===== src/rtl/cand_scan_ctrl_pkg.sv =====
// Shared definitions for the candidate scan controller: default board
// dimensions, derived index widths and the controller state encoding.
package cand_scan_ctrl_pkg;

    // Default board geometry.
    localparam int DEF_NUM_ROWS = 19;
    localparam int DEF_NUM_COLS = 14;

    // Derived widths: row index, encoder output, candidate counter.
    // The counter must hold DEF_NUM_ROWS * DEF_NUM_COLS (266).
    localparam int DEF_ROW_W = 5;
    localparam int DEF_COL_W = 4;
    localparam int DEF_CNT_W = 9;

    // Controller state encoding.
    localparam int          STATE_W  = 3;
    localparam logic [2:0]  ST_IDLE  = 3'd0;
    localparam logic [2:0]  ST_FETCH = 3'd1;
    localparam logic [2:0]  ST_LOAD  = 3'd2;
    localparam logic [2:0]  ST_SCAN  = 3'd3;
    localparam logic [2:0]  ST_DONE  = 3'd4;

endpackage


===== src/rtl/cand_scan_ctrl_pri.sv =====
// Leftmost-first priority encoder. Element 0 is the leftmost position and
// wins over every higher index. With no element set the index reads 0 and
// active is low; callers must qualify the index with active.
module code_pri #(
    parameter int num_elements = 14,
    parameter int idx_w        = 4
) (
    input  logic [0:num_elements-1] elements,
    output logic [idx_w-1:0]        leftmost_element,
    output logic                    active
);

    // Walk from the rightmost element down so the lowest set index is the
    // last one written and therefore the one that sticks.
    always_comb begin
        leftmost_element = '0;
        active           = |elements;
        for (int i = num_elements - 1; i >= 0; i--) begin
            if (elements[i]) begin
                leftmost_element = idx_w'(i);
            end
        end
    end

endmodule


===== src/rtl/cand_scan_ctrl.sv =====
// Candidate scan controller: walks every row of the candidate-mask memory,
// streams each set bit as a (row, col) candidate leftmost column first over
// a valid/ready interface, and pulses done once the board is exhausted.
//
// state | meaning
// ------+-------------------------------------------------------------
// IDLE  | waiting for start; outputs quiet
// FETCH | read strobe issued for the current row
// LOAD  | row mask captured from the memory read data
// SCAN  | present candidates until the mask is empty, then next row
// DONE  | one-cycle done pulse, back to IDLE
module cand_scan_ctrl
    import cand_scan_ctrl_pkg::*;
#(
    parameter int NUM_ROWS = DEF_NUM_ROWS,
    parameter int NUM_COLS = DEF_NUM_COLS,
    parameter int ROW_W    = DEF_ROW_W,
    parameter int COL_W    = DEF_COL_W,
    parameter int CNT_W    = DEF_CNT_W
) (
    input  logic                clk,
    input  logic                rst,
    input  logic                start,
    input  logic                abort,
    output logic                busy,
    output logic                done,
    output logic                row_rd,
    output logic [ROW_W-1:0]    row_addr,
    input  logic [0:NUM_COLS-1] row_data,
    output logic                cand_valid,
    input  logic                cand_ready,
    output logic [ROW_W-1:0]    cand_row,
    output logic [COL_W-1:0]    cand_col,
    output logic [CNT_W-1:0]    cand_count
);

    localparam logic [ROW_W-1:0] LAST_ROW = ROW_W'(NUM_ROWS - 1);
    localparam logic [CNT_W-1:0] CNT_MAX  = '1;

    logic [STATE_W-1:0]  state;
    logic [ROW_W-1:0]    row_idx;
    logic [0:NUM_COLS-1] mask;
    logic [CNT_W-1:0]    count_q;
    logic [COL_W-1:0]    lead_col;
    logic                mask_active;
    logic                accept;

    code_pri #(
        .num_elements (NUM_COLS),
        .idx_w        (COL_W)
    ) u_pri (
        .elements         (mask),
        .leftmost_element (lead_col),
        .active           (mask_active)
    );

    // Output decode: everything is derived from state and the live mask so a
    // stalled candidate cannot change until the mask itself changes.
    always_comb begin
        busy       = (state != ST_IDLE);
        done       = (state == ST_DONE);
        row_rd     = (state == ST_FETCH);
        row_addr   = row_idx;
        cand_valid = (state == ST_SCAN) && mask_active;
        cand_row   = row_idx;
        cand_col   = lead_col;
        cand_count = count_q;
        accept     = cand_valid && cand_ready;
    end

    // Sequencer: row walk, mask capture and clear-on-accept, candidate count.
    // Abort outranks an accept in the same cycle, so an aborted candidate
    // is neither cleared nor counted.
    always_ff @(posedge clk) begin
        if (rst) begin
            state   <= ST_IDLE;
            row_idx <= '0;
            mask    <= '0;
            count_q <= '0;
        end else if ((state != ST_IDLE) && abort) begin
            state <= ST_IDLE;
            mask  <= '0;
        end else begin
            case (state)
                ST_IDLE: begin
                    if (start && !abort) begin
                        state   <= ST_FETCH;
                        row_idx <= '0;
                        count_q <= '0;
                    end
                end
                ST_FETCH: begin
                    state <= ST_LOAD;
                end
                ST_LOAD: begin
                    mask  <= row_data;
                    state <= ST_SCAN;
                end
                ST_SCAN: begin
                    if (mask_active) begin
                        if (accept) begin
                            mask[lead_col] <= 1'b0;
                            if (count_q != CNT_MAX) begin
                                count_q <= count_q + CNT_W'(1);
                            end
                        end
                    end else if (row_idx == LAST_ROW) begin
                        state <= ST_DONE;
                    end else begin
                        row_idx <= row_idx + ROW_W'(1);
                        state   <= ST_FETCH;
                    end
                end
                ST_DONE: begin
                    state <= ST_IDLE;
                end
                default: begin
                    state <= ST_IDLE;
                end
            endcase
        end
    end

endmodule


===== config.mk =====
export PLATFORM = sky130hd
export DESIGN_NAME = cand_scan_ctrl
export DESIGN_NICKNAME = d
export VERILOG_FILES = /design/src/rtl/cand_scan_ctrl_pkg.sv /design/src/rtl/cand_scan_ctrl_pri.sv /design/src/rtl/cand_scan_ctrl.sv
export SDC_FILE = /design/constraint.sdc
export NUM_CORES = 1
export LEC_CHECK = 0
export CAP_MARGIN = 20
export CORE_AREA = 2 2 68 70
export DETAILED_ROUTE_END_ITERATION = 16
export DIE_AREA = 0 0 70 72
export GPL_ROUTABILITY_DRIVEN = 0
export MAX_ROUTING_LAYER = met4
export PLACE_DENSITY = 0.8
export SLEW_MARGIN = 25
export SYNTH_ARGS = -nofsm -noshare
export SYNTH_HDL_FRONTEND = slang
export SYNTH_SLANG_ARGS = --single-unit

===== constraint.sdc =====
create_clock -name clk -period 2.4 [get_ports clk]
set_input_delay 0.48 -clock clk [delete_from_list [all_inputs] [get_ports clk]]
set_output_delay 0.48 -clock clk [all_outputs]
set_load 0.01 [all_outputs]

# --- Word-level counts from Yosys, hierarchy flattened ---
# Index checks and enable logic that the tools add are counted.
totals:
  regBits: 31
  latchBits: 0
  ramBits: 0
  mem_bits_ro: 0
  input_bits: 19
  out_inout_bits: 27
  n_memories: 0
op_classes:
  addsub: 2
  n_mul: 0
  div: 0
  n_lt_le_gt_ge: 2
  n_eq_ne: 12
  shifts: 0
  n_mux: 32
  n_bitwise: 4
  reduce_logical: 16
op_table:
  columns: ["cell", "count"]
  rows:
  - ["$mux 4", 14]
  - ["$mux 9", 4]
  - ["$mux 14", 2]
  - ["$pmux 14 s2", 1]
  - ["$pmux 9 s2", 1]
  - ["$mux 5", 3]
  - ["$and 14x14->14", 1]
  - ["$not 14->14", 1]
  - ["$reduce_or 14->1", 1]
  - ["$pmux 3 s4", 1]
  - ["$ne 2x2->1 const B", 5]
  - ["$pmux 5 s2", 1]
  - ["$add 9x1->9 const B", 1]
  - ["$mux 3", 3]
  - ["$ne 9x9->1 const B", 1]
  - ["$eq 3x2->1 const B", 2]
  - ["$reduce_and 6->1", 1]
  - ["$add 5x1->5 const B", 1]
  - ["$eq 5x5->1 const B", 1]
  - ["$ge 5x5->1 const B", 1]
  - ["$logic_and 1x1->1", 5]
  - ["$lt 5x1->1 const B", 1]
  - ["$not 4->5", 1]
  - ["$reduce_and 5->1", 1]
  - ["13 further kinds", 14]

# --- Logic depth before layout (Yosys ltp) ---
logic_depth:
  word_depth: 24
  mapped_depth: 10
  mapped_depth_nobuf: 10

# --- Cells and area by module ---
# Synthesis repeated with hierarchy kept, for this count alone.
hier_totals:
  hier_cells: 217
  area_unflattened_um2: 1750.4
modules_own_cells:
  columns: ["mod", "instances", "cells_per_inst", "area_per_inst_um2"]
  rows:
  - ["cand_scan_ctrl", 1, 192, 1601.5]
  - ["code_pri", 1, 25, 148.9]

# --- Least setup slack after synthesis ---
# OpenSTA, ideal clock, no wires.
synth_timing:
  path_type: "reg2reg"
  startpoint: "register mask[3] (netlist name)"
  endpoint: "register row_idx[3] (netlist: cand_row[3])"
  setup_ns: 0.071
  arrival_time_ns: 2.270
  t_required_ns: 2.329
  path_slack_ns: 0.059
  path_stages_with_launch: 8
  cell_sequence: "dfxtp_1 > buf_6 > nor4_4 > a41oi_4 > or4_1 > buf_2 > or4_1 > a21oi_1"
synth_between:
  elab_chain_len: 3
synth_rtl:
  columns: ["item", "line_no", "text"]
  rows:
  - ["start: declaration", "cand_scan_ctrl.sv:42", "logic [0:NUM_COLS-1] mask;"]
  - ["start signal: assignment", "cand_scan_ctrl.sv:96", "mask <= row_data;"]
  - ["$reduce_or 14->1", "cand_scan_ctrl_pri.sv:17", "active = |elements;"]
  - ["$ne 2x2->1 (no line)", null, null]
  - ["$reduce_and 5->1 (no line)", null, null]
  - ["end signal: assignment", "cand_scan_ctrl.sv:110", "row_idx <= row_idx + ROW_W'(1);"]
  - ["end: declaration", "cand_scan_ctrl.sv:41", "logic [ROW_W-1:0] row_idx;"]
# Every way passes these cells.
# A chain may end at the register's enable or synchronous reset.

# --- Final worst setup path ---
layout_timing:
  startpoint: "register mask[11] (netlist name)"
  endpoint: "output port cand_valid"
layout_between:
  elab_chain_len: 2
layout_rtl:
  columns: ["item", "line_no", "text"]
  rows:
  - ["$reduce_or 14->1", "cand_scan_ctrl_pri.sv:17", null]
  - ["$logic_and 1x1->1", "cand_scan_ctrl.sv:64", "cand_valid = (state == ST_SCAN) && mask_active;"]
  - ["end: declaration", "cand_scan_ctrl.sv:30", "output logic cand_valid,"]
# Every way passes these cells.

==> impl_metrics.ini <==
[setup_path]
reg2reg_from = mask[2]
timing.rr.end = mask[1]
r2r_slack_ns = 0.17
critical_path_class = reg2out
crit_arrival_ns = 1.90
cpMaxStageDelayCell = clkdlybuf4s50_1
crit_path_end = cand_valid
reg2regPathDepth = 6
startpoint_type = register
path_cells = buf_4 > nor4_4 > a41oi_4 > buf_4 > clkdlybuf4s50_1
end_kind = primary output
slowest_delay_ns = 0.47
crit_path_frequent_cell = buf_4
critical_path.max_fanout = 6
crit_path_start = mask[11]
critical_path_required_ns = 1.92

[power]
switchingPower_mw = 0.394
power_frac_seq_pct = 38.8
max-vdd-ir-drop_mv = 0.347
leakage_nw = 0.945
clkPwrFrac_pct = 38.6
p_total_mw = 1.41
comb_power_share_pct = 22.6
p_int_mw = 1.02
p_per_area_nw_per_um2 = 549
switching_share_pct = 27.9

[route]
wl_per_cell_um = 15.5
routed_wl_mm = 5.10
drt-initial-drc-count = 100
first_pass_iters = 4
drc = 0
ant_nets = 0
num_vias = 1930
via_per_inst = 5.87

[layout]
stdcell_count = 329
layout.nets = 299
final_common_cell = clkdlybuf4s50_1
diodes = 0
drive_above_1_share_pct = 15.5
area_growth_pct = 36.1
final_cell_mix = clkdlybuf4s50_1 (41), dfxtp_1 (28), nor2_1 (25), buf_4 (19), a21oi_1 (15)

[clock_network]
clk_latency_ns = 0.29
root_buffer = clkbuf_8
cts.path.max_buffers = 2
cts_tree = done
clock_sinks = 31
cts_buffers = 5
clk_pin_slew_ns = 0.07
htree_levels = 2

[hold_path]
hp-class = reg2reg

[timing]
hold_viol_final = 0
fin_skew_ns = 0.00892
setup_ws_ns = 0.0239
worst_pin_slew_ns = 0.634
slew_headroom_pct = 57.2
max_freq_ghz = 0.421
min_period_over_period_pct = 99.0
maxSlewViolCount = 0
rsz0062_at_grt = yes
setup_viol = 0
fin_crit_ns = 2.38

[yosys]
ys_seq_area_share_pct = 32.8
syn-cell-area_um2 = 1890
synth_warnings = 0
synth_top_cell_by_area = dfxtp_1
syn_nets = 245
synth_edf_count = 0
synth_cells = 222
yosysUniqueCellTypes = 51
synth_top_cell_area_share_pct = 32.8
synthTopCellsByArea = dfxtp_1 (33%), nor2_1 (5.0%), a21oi_1 (4.0%)
synthFlopType = dfxtp_1
avgSynthCellArea_um2 = 8.52
synth_seq_cells = 31
ys_async_sr_fraction_pct = 0

[grt]
grt_pass1_vias = 1728
grt.overflow.total = 0
grt_pass1_wl_mm = 8.28
grt_antenna_before_repair = 0
grt_util_all_layers_pct = 21.1
grt_max_degree = 13

[floorplan]
initial_core_util_pct = 44.3
io_pins = 46
die_h_um = 72
die_area_um2 = 5040
core_area_um2 = 4260
rows = 24
die_x_um = 70

[place]
portBuffers = 45
dp.cells = 319
dp_hpwl_mm = 3.71
place_ws_ns = 0.0765

[job]
maxCapViolCount = 0

[status]
status = complete, no violations
-- per-stage QoR --
step / hold WS (ns) / cell area, um2 / util, % / setup TNS, ns
detailed placement: 0.506 / 2440 / 57.2 / 0
floorplan: 0.472 / 1890 / - / 0
global route: 0.556 / 2570 / 60.4 / -0.102
CTS: 0.513 / 2570 / 60.3 / 0
global placement: 0.483 / 2440 / 57.2 / 0
finish: 0.516 / 2570 / 60.4 / 0
-- cell usage after synthesis (2+ instances only) --
master and count:
nand4_1 5, a21oi_1 15, nand3b_1 2, a32oi_1 3, nor3b_1 5, nand3_1 7
nand2_1 12, o311ai_0 2, nand2b_1 3, or4_1 7, clkbuf_1 5, xnor2_1 4
nor3_1 10, o31ai_1 4, a32o_1 4, buf_2 4, mux2i_1 5, ha_1 4
a31o_2 5, buf_4 5, inv_1 8, nor2_1 25, o21ai_0 3, dfxtp_1 31
buf_1 2, or3_1 2, a221oi_1 2, and2_1 3, nor4_4 3, a211oi_1 7
and3_1 2, xor2_1 3, or2_2 2
-- per-layer routing --
layer	vias to the layer above	wire length (um)	track usage (%)
met4	0	85	9.40
met2	74	2390	32.2
met3	6	336	2.64
met5	-	0	-
li1	947	-	-
met1	903	2280	28.3
-- worst min path at each step --
stage | end | from | slack (ns) | cells after the start
6_report | mask[12] | mask[12] | 0.52 | 2
5_1_grt | mask[12] | mask[12] | 0.56 | 2
4_1_cts | mask[12] | mask[12] | 0.51 | 2
3_5_place_dp | mask[12] | mask[12] | 0.51 | 2
3_3_place_gp | mask[12] | mask[12] | 0.48 | 2
2_1_floorplan | mask[12] | mask[12] | 0.47 | 2
-- sequential cells by signal, summed over array words and instances, names as in the netlist --
| signal | flops |
|---|---|
| mask | 14 |
| state | 3 |
| cand_row | 5 |
| cand_count | 9 |
-- worst max-delay path, delay by kind of cell (launching register included) --
kind                   cells  cell delay (ns)
DFF                        1             0.31
AOI/OAI and AO/OA          1             0.15
buffers and inverters      3             0.81
and+or+nand+nor            1             0.34
-- power groups by stage --
stage	Sequential [mW]	Clock, mW	Combinational (mW)
global route	0.550	0.580	0.342
global placement	0.557	0	0.317
finish	0.548	0.544	0.319
floorplan	0.552	0	0.177
detailed placement	0.558	0	0.316
CTS	0.547	0.551	0.316
-- cell families (layout without fill, tap and decap cells) --
logic type                 Yosys count  after routing  share of synthesized area (%)
DFF                                 31             31                           32.8
xor gates and xnor gates             7              7                           3.24
muxes                                5              5                           2.65
buffers and inverters               25             80                           6.62
adders and majority gates            4              4                           2.65
and+or+nand+nor                     94             94                           29.2
AOI/OAI and AO/OA                   56             56                           22.8
-- cell type report --
cell class | instances | area, um2
Sequential cell | 31 | 624
Clock buffer | 6 | 82.6
Tap cell | 52 | 65.1
Timing Repair Buffer | 64 | 588
Inverter | 8 | 30.0
Clock inverter | 2 | 35.0
Multi-Input combinational cell | 166 | 1150
Fill cell | 359 | 1690
-- repair_timing --
item	CTS	global route
gates resized for setup	7	1
endpoints found under the setup margin	5	2
hold buffers	0	0
buffers inserted	2	0
pin swaps	3	0
Power figures use the tool's default switching activity.
